[src/rtl/sort_cell_link_fifo.sv]
// sort_cell_link_fifo
// Link channel between two consecutive insertion-sort cells. It carries two
// independent paths:
//   - a first-word-fall-through data FIFO that receives the upstream cell's
//     stream words and feeds the downstream cell's input port;
//   - a start-token counter that turns the upstream start_write pushes into a
//     level ap_start for the downstream cell. The downstream ap_ready consumes
//     one token.
//
// Ports
//   ap_clk         clock, all state updates on the rising edge
//   ap_rst_n       asynchronous active-low reset
//   if_din         write data from the upstream cell
//   if_write       write strobe from the upstream cell
//   if_full_n      1 = space available, returned to the upstream cell
//   if_dout        head word, valid while if_empty_n = 1
//   if_empty_n     1 = data available to the downstream cell
//   if_read        read strobe from the downstream cell
//   if_num_data    current data occupancy, 0..DEPTH
//   start_write    start-token push from the upstream cell
//   start_full_n   1 = token slot free
//   next_ap_start  1 = token pending, drives downstream ap_start
//   next_ap_ready  token pop from the downstream cell
module sort_cell_link_fifo #(
  parameter int DATA_WIDTH  = 32,
  parameter int DEPTH       = 4,
  parameter int ADDR_WIDTH  = 2,
  parameter int START_DEPTH = 2
) (
  input  logic                  ap_clk,
  input  logic                  ap_rst_n,
  input  logic [DATA_WIDTH-1:0] if_din,
  input  logic                  if_write,
  output logic                  if_full_n,
  output logic [DATA_WIDTH-1:0] if_dout,
  output logic                  if_empty_n,
  input  logic                  if_read,
  output logic [ADDR_WIDTH:0]   if_num_data,
  input  logic                  start_write,
  output logic                  start_full_n,
  output logic                  next_ap_start,
  input  logic                  next_ap_ready
);

  localparam int TOK_WIDTH = $clog2(START_DEPTH + 1);

  localparam logic [ADDR_WIDTH:0]  DEPTH_C  = (ADDR_WIDTH + 1)'(DEPTH);
  localparam logic [ADDR_WIDTH:0]  CNT_ONE  = (ADDR_WIDTH + 1)'(1);
  localparam logic [ADDR_WIDTH-1:0] PTR_ONE = ADDR_WIDTH'(1);
  localparam logic [TOK_WIDTH-1:0] TOK_MAX  = TOK_WIDTH'(START_DEPTH);
  localparam logic [TOK_WIDTH-1:0] TOK_ONE  = TOK_WIDTH'(1);

  // ---------------------------------------------------------------------
  // Data FIFO
  // ---------------------------------------------------------------------
  logic [DATA_WIDTH-1:0] mem [DEPTH];
  logic [ADDR_WIDTH-1:0] wr_ptr;
  logic [ADDR_WIDTH-1:0] rd_ptr;
  logic [ADDR_WIDTH:0]   count;
  logic [ADDR_WIDTH:0]   count_next;
  logic                  full_n_q;
  logic                  empty_n_q;
  logic                  wr_en;
  logic                  rd_en;

  // Acceptance is qualified by the registered flags, so a full FIFO with
  // both strobes high accepts only the read, and an empty one only the write.
  assign wr_en = if_write & full_n_q;
  assign rd_en = if_read & empty_n_q;

  always_comb begin
    count_next = count;
    if (wr_en && !rd_en)      count_next = count + CNT_ONE;
    else if (rd_en && !wr_en) count_next = count - CNT_ONE;
  end

  always_ff @(posedge ap_clk or negedge ap_rst_n) begin
    if (!ap_rst_n) begin
      for (int i = 0; i < DEPTH; i++) mem[i] <= '0;
      wr_ptr    <= '0;
      rd_ptr    <= '0;
      count     <= '0;
      full_n_q  <= 1'b1;
      empty_n_q <= 1'b0;
    end else begin
      if (wr_en) begin
        mem[wr_ptr] <= if_din;
        wr_ptr      <= wr_ptr + PTR_ONE;
      end
      if (rd_en) rd_ptr <= rd_ptr + PTR_ONE;
      count     <= count_next;
      full_n_q  <= (count_next != DEPTH_C);
      empty_n_q <= (count_next != '0);
    end
  end

  // Fall-through head: no bypass, a fresh word appears one cycle after its write.
  assign if_dout     = mem[rd_ptr];
  assign if_full_n   = full_n_q;
  assign if_empty_n  = empty_n_q;
  assign if_num_data = count;

  // ---------------------------------------------------------------------
  // Start-token counter
  // ---------------------------------------------------------------------
  logic [TOK_WIDTH-1:0] tcount;
  logic [TOK_WIDTH-1:0] tcount_next;
  logic                 tok_full_n_q;
  logic                 tok_pending_q;
  logic                 push;
  logic                 pop;

  assign push = start_write & tok_full_n_q;
  assign pop  = next_ap_ready & tok_pending_q;

  always_comb begin
    tcount_next = tcount;
    if (push && !pop)      tcount_next = tcount + TOK_ONE;
    else if (pop && !push) tcount_next = tcount - TOK_ONE;
  end

  always_ff @(posedge ap_clk or negedge ap_rst_n) begin
    if (!ap_rst_n) begin
      tcount        <= '0;
      tok_full_n_q  <= 1'b1;
      tok_pending_q <= 1'b0;
    end else begin
      tcount        <= tcount_next;
      tok_full_n_q  <= (tcount_next != TOK_MAX);
      tok_pending_q <= (tcount_next != '0);
    end
  end

  assign start_full_n  = tok_full_n_q;
  assign next_ap_start = tok_pending_q;

endmodule
[config.mk]
export PLATFORM = sky130hd
export DESIGN_NAME = sort_cell_link_fifo
export DESIGN_NICKNAME = d
export VERILOG_FILES = /design/src/rtl/sort_cell_link_fifo.sv
export SDC_FILE = /design/constraint.sdc
export NUM_CORES = 1
export LEC_CHECK = 0
export BUFFER_PORTS_ARGS = -buffer_cell sky130_fd_sc_hd__buf_2
export CAP_MARGIN = 25
export CORE_UTILIZATION = 42
export DETAILED_ROUTE_END_ITERATION = 16
export PLACE_DENSITY = 0.62
export SLEW_MARGIN = 25
export SYNTH_ARGS = -nofsm -noshare
export SYNTH_HDL_FRONTEND = slang
export SYNTH_SLANG_ARGS = --single-unit
[constraint.sdc]
create_clock -name ap_clk -period 4.86 [get_ports ap_clk]
set_clock_uncertainty 0.2 [all_clocks]
set_input_delay 0.243 -clock ap_clk [delete_from_list [all_inputs] [get_ports ap_clk]]
set_output_delay 0.243 -clock ap_clk [all_outputs]
set_load 0.1 [all_outputs]
==> results.txt, run 1 <==
result of the run: complete, no violations
Min-Delay Endpoint: rd_ptr[0]
total track usage: 17.3%
maximum count of clock buffers along a single path: 2
max-cap violation count: 0
standard-cell rows: 45
Setup TNS Final: 0 ns
starting density of the core: 43.8%
reg-to-reg critical path endpoint: mem[20]
core footprint: 0.0154 mm²
number of storage elements in the synthesis netlist: 141
Reg clk slew, reported paths: 0.05 ns
Area Overhead vs Synth: 19.8%
count of antenna-violating nets left after detailed routing: 0
final setup violation count: 0
RSZ-0062 raised after global routing: no
final std cells w/o fill: 707
maximum number of pins on one net before global-route repair: 112
average wire length per cell after detail routing: 18.3 µm
fraction of layout cells with a size suffix above 1: 55.2%
Die Wd: 129 µm
flop2flop setup slack: 2.38 ns
leading cell type in the layout, fill and taps excluded: dfrtp_1
buffer count from post-CTS setup fixing: 0
Vert. Die Dim: 129 µm
critical path start-end classification: reg2out
filler cell count in the final layout: 1,288
number of nets at the end of the flow: 529
Worst Max-Slew Pin Slew: 0.924 ns
max-slew headroom at the worst pin: 38.4%
total number of yosys warnings: 0
Placed Cells incl. Taps: 644
total congestion overflow: 0
number of levels the H-tree was split into: 4
Critical Path RT: 4.42 ns
detailed-route DRC error count: 0
total clock sinks: 141
die area: 0.0166 mm²
Worst Reg2Reg Path Length in Cells: 3
most frequent cells in the layout: dfrtp_1, mux2_4, buf_2
number of nets in the synthesized netlist: 421
number of cells on the worst hold path: 3
portion of the clock cycle consumed by the worst path in the final layout: 59.6%
wire length after detailed routing: 13,000 µm
sequential element share of the synthesized area: 52.3%
Final Hold Viols: 0
distinct cell type count after synthesis: 29
worst-skew pair later-pin latency: 0.43 ns
post-synthesis average cell area: 17.9 µm²
clock root buffer: clkbuf_16
crit start category: register
clock tree from TritonCTS: yes
endpoint type of the worst setup path: output pin
arrival time of data at the critical path endpoint: 2.45 ns
via density per instance: 5.04
half-perimeter wire length after placement: 7380 µm
final worst path period need: 2.90 ns
reg-to-reg startpoint: if_full_n
class of the worst hold path: in2reg
count of final max-slew check failures: 0
Detailed Routing Iterations Pass 1: 4
CP Max Fanout: 25
port bufs: 76
worst hold start: if_read
I/O pin count: 77
clock buffer count from CTS: 17
DRC marker count from the first detailed-route iteration: 197
Core Util, Final: 52.4%
number of antenna violations at the first check in global routing: 0
cell count after synthesis: 377
area of the mapped netlist: 0.00675 mm²
first-pass GRT wire length: 21,300 µm
highest clock rate: 0.345 GHz
number of antenna cells inserted: 0
RePlAce Congestion: 0.693
via count: 3,564
vias in the first global route: 3,968
==> how the worst max path moves through the flow <==
stage,start,to,cells after the start
after floorplan,if_num_data[0],if_empty_n,5
after global placement,rd_ptr[0],if_dout[8],3
after detailed placement,rd_ptr[0],if_dout[26],3
after CTS,rd_ptr[0],if_dout[2],3
after global routing,rd_ptr[0],if_dout[2],3
final,rd_ptr[0],if_dout[2],3
==> layer usage <==
layer | track usage (%) | vias up | wire, µm
li1 | - | 1594 | -
met1 | 22.9 | 1889 | 6260
met2 | 26.9 | 62 | 6040
met3 | 5.24 | 19 | 463
met4 | 6.64 | 0 | 191
met5 | 0 | - | 0
==> registers in the layout, indices dropped and copies added (netlist names) <==
register       cells
rd_ptr             2
next_ap_start      1
wr_ptr             2
mem              128
if_num_data        3
if_empty_n         1
tcount             2
if_full_n          1
start_full_n       1
==> timing repair <==
| item | CTS | global route |
|---|---|---|
| resized for setup | 0 | 0 |
| hold buffers | 33 | 0 |
| endpoints found under the setup margin | 0 | 0 |
| hold endpoints to repair | 236 | 0 |
==> cells in the mapped netlist (all sizes together) <==
master	n	area share (%)
a21boi	1	0.11
a21o	1	0.11
a22oi	2	0.22
and2	3	0.28
buf	20	2.8
clkbuf	2	0.11
dfrtp	139	52
dfstp	2	0.78
ha	6	1.1
inv	4	0.22
mux2	128	28
mux2i	4	0.59
mux4	32	11
nand2	10	1.0
nand2b	1	0.093
nand3	2	0.15
nand4	1	0.093
nor2	1	0.056
nor2b	1	0.093
o211ai	1	0.11
o21ai	5	0.37
o311ai	1	0.24
or4	1	0.11
xnor2	7	0.91
xor2	2	0.26
==> critical path, stage by stage (launching register included) <==
cell	delay, ns
dfrtp_2	0.55
buf_4	0.54
mux4_2	0.61
buf_2	0.32
==> cell families after synthesis <==
kind of cell	Yosys count	share of synthesized area (%)
AOI/OAI and AO/OA	11	1.17
xor gates and xnor gates	9	1.17
adders and majority gates	6	1.11
buffers and inverters	26	3.13
DFF	141	52.3
muxes	164	39.3
and+or+nand+nor	20	1.87
==> final cells by class <==
class / count / area, µm² / area share (%)
Tap cell: 211 / 264 / 3.26
Inverter: 4 / 15.0 / 0.186
Sequential cell: 141 / 3530 / 43.7
Timing Repair Buffer: 111 / 734 / 9.08
Clock buffer: 22 / 464 / 5.74
Multi-Input combinational cell: 210 / 3010 / 37.2
Clock inverter: 8 / 68.8 / 0.850
==> per-stage QoR <==
step / setup slack (ns) / instance area [µm²] / hold slack [ns]
after floorplan: 2.31 / 6750 / -0.253
after global placement: 2.36 / 7230 / 0.259
after detailed placement: 2.35 / 7230 / 0.264
after CTS: 1.89 / 8090 / 0.0192
after global routing: 1.81 / 8090 / 0.0534
final: 1.96 / 8090 / 0.0406
Power of run 1 is left out: the tool's default activity adds up to more than one toggle a clock period on the data nets, which glitch-free logic cannot reach.
==> inputs of run 2 (changes only) <==
Settings changed: PLACE_DENSITY 0.62 to 0.64.
Clock period 4.86 ns to 2.6 ns, I/O delays scaled along.
==> run 2 against run 1 <==
- register-to-register slack worse by 2.0 ns
- final area is 2.6% higher
- largest cell class unchanged
- worst hold slack improved by 0.0070 ns
- first-iteration DRC count decreased by 16%
- clock-buffer cell count shrank 2
- final cell count rose by 1.6%
- critical path type unchanged
==> results.txt, run 2 (synthesis results as in run 1) <==
number of antenna cells inserted: 0
first-pass GRT wire length: 21,800 µm
count of final max-slew check failures: 0
clock root buffer: clkbuf_16
result of the run: complete, no violations
clock tree from TritonCTS: yes
delay-heaviest family, CP: buffers and inverters
via count: 3,604
Area Overhead vs Synth: 22.9%
most frequent cells in the layout: dfrtp_1, mux2_4, buf_2
max-slew headroom at the worst pin: 52.1%
highest clock rate: 0.427 GHz
vias in the first global route: 4,065
port bufs: 76
CP max stage cell: dfrtp_2
first element of the critical path: rd_ptr[1]
final std cells w/o fill: 718
maximum number of pins on one net before global-route repair: 60
I/O pin count: 77
max-cap violation count: 0
Biggest register: mem
number of nets at the end of the flow: 539
total track usage: 17.7%
die area: 0.0166 mm²
Critical Path RT: 2.27 ns
Final Hold Viols: 0
endpoint type of the worst setup path: output pin
leading cell type in the layout, fill and taps excluded: dfrtp_1
RePlAce Congestion: 0.726
crit start category: register
Placed Cells incl. Taps: 651
destination of the critical timing path: if_dout[27]
Reg clk slew, reported paths: 0.06 ns
cell count along the critical path: 3
number of antenna violations at the first check in global routing: 0
Vert. Die Dim: 129 µm
critical path start-end classification: reg2out
standard-cell rows: 45
detailed-route DRC error count: 0
reg-to-reg startpoint: if_full_n
delay of the slowest critical-path stage: 0.60 ns
starting density of the core: 43.8%
Min Hold Slack: 0.0476 ns
CP Max Fanout: 13
class of the worst hold path: in2async
flop2flop setup slack: 0.39 ns
clock buffer count from CTS: 17
wire length after detailed routing: 13,200 µm
final setup violation count: 0
total non-filler cell area in the finished layout: 0.00830 mm²
reg-to-reg critical path endpoint: mem[50]
CP cell instances: buf_4, mux4_2, buf_2
fraction of layout cells with a size suffix above 1: 56.0%
number of levels the H-tree was split into: 4
RSZ-0062 raised after global routing: no
worst path bufs/invs: 2
via density per instance: 5.02
Worst Max-Slew Pin Slew: 0.719 ns
worst-skew pair later-pin latency: 0.42 ns
quantity of gates resized following cts: 0
final worst path period need: 2.34 ns
Detailed Routing Iterations Pass 1: 4
average wire length per cell after detail routing: 18.4 µm
DRC marker count from the first detailed-route iteration: 166
total clock sinks: 141
half-perimeter wire length after placement: 7980 µm
Setup TNS Final: 0 ns
Worst Reg2Reg Path Length in Cells: 4
arrival time of data at the critical path endpoint: 2.01 ns
maximum count of clock buffers along a single path: 2
core footprint: 0.0154 mm²
total congestion overflow: 0
portion of the clock cycle consumed by the worst path in the final layout: 90.1%
total placed instance area: 0.00732 mm²
count of antenna-violating nets left after detailed routing: 0
number of flip-flops in the largest register: 128
Die Wd: 129 µm
==> run 2: cell types whose count changed in the layout (fill, tap and decap cells not counted), sizes merged <==
cell | previous run | this run
bufinv | 1 | 4
buf | 77 | 85
clkinvlp | 0 | 3
clkinv | 7 | 4
clkbuf | 23 | 20
dlygate4sd3 | 33 | 36
==> run 2: stage by stage <==
step	utilization, %	worst slack [ns]
final	53.8	0.257
after global routing	53.8	0.188
after CTS	53.8	0.246
after detailed placement	47.4	0.397
after global placement	47.4	0.409
after floorplan	-	0.0509
==> run 2: worst min-delay path by stage <==
| stage | startpoint | end | slack [ns] | depth (start not counted) |
|---|---|---|---|---|
| after floorplan | ap_rst_n | if_empty_n | -0.37 | 0 |
| after global routing | ap_rst_n | mem[82] | 0.08 | 2 |
| after detailed placement | ap_rst_n | mem[112] | -0.07 | 1 |
| after global placement | ap_rst_n | mem[112] | -0.08 | 1 |
| final | ap_rst_n | mem[48] | 0.05 | 2 |
| after CTS | start_write | tcount[1] | 0.05 | 5 |
==> run 2: routing by layer <==
metal | GRT usage [%] | routed length [µm] | up-vias
met2 | 27.4 | 6240 | 66
li1 | - | - | 1620
met3 | 4.53 | 462 | 13
met1 | 23.9 | 6320 | 1905
met5 | 0 | 0 | -
met4 | 6.64 | 165 | 0
==> run 2: worst register-to-register path, stage by stage (launching register included) <==
cell,delay (ns)
dfstp_2,0.55
and2_1,0.29
buf_4,0.20
nand2_4,0.39
mux2_4,0.47
==> run 2: area by class of cell <==
cell class	instances	area, µm²
fill	1262	7130
sequential	141	3530
multi-input combinational	210	3010
timing repair buffer	121	852
clock buffer	20	457
tap	211	264
clock inverter	11	166
inverter	4	15.0
==> run 2: repair_timing <==
action	CTS	global route
endpoints found under the hold margin	245	0
endpoints found under the setup margin	0	0
setup buffers	0	0
hold buffers	36	0
Power of run 2 is left out for the same reason.
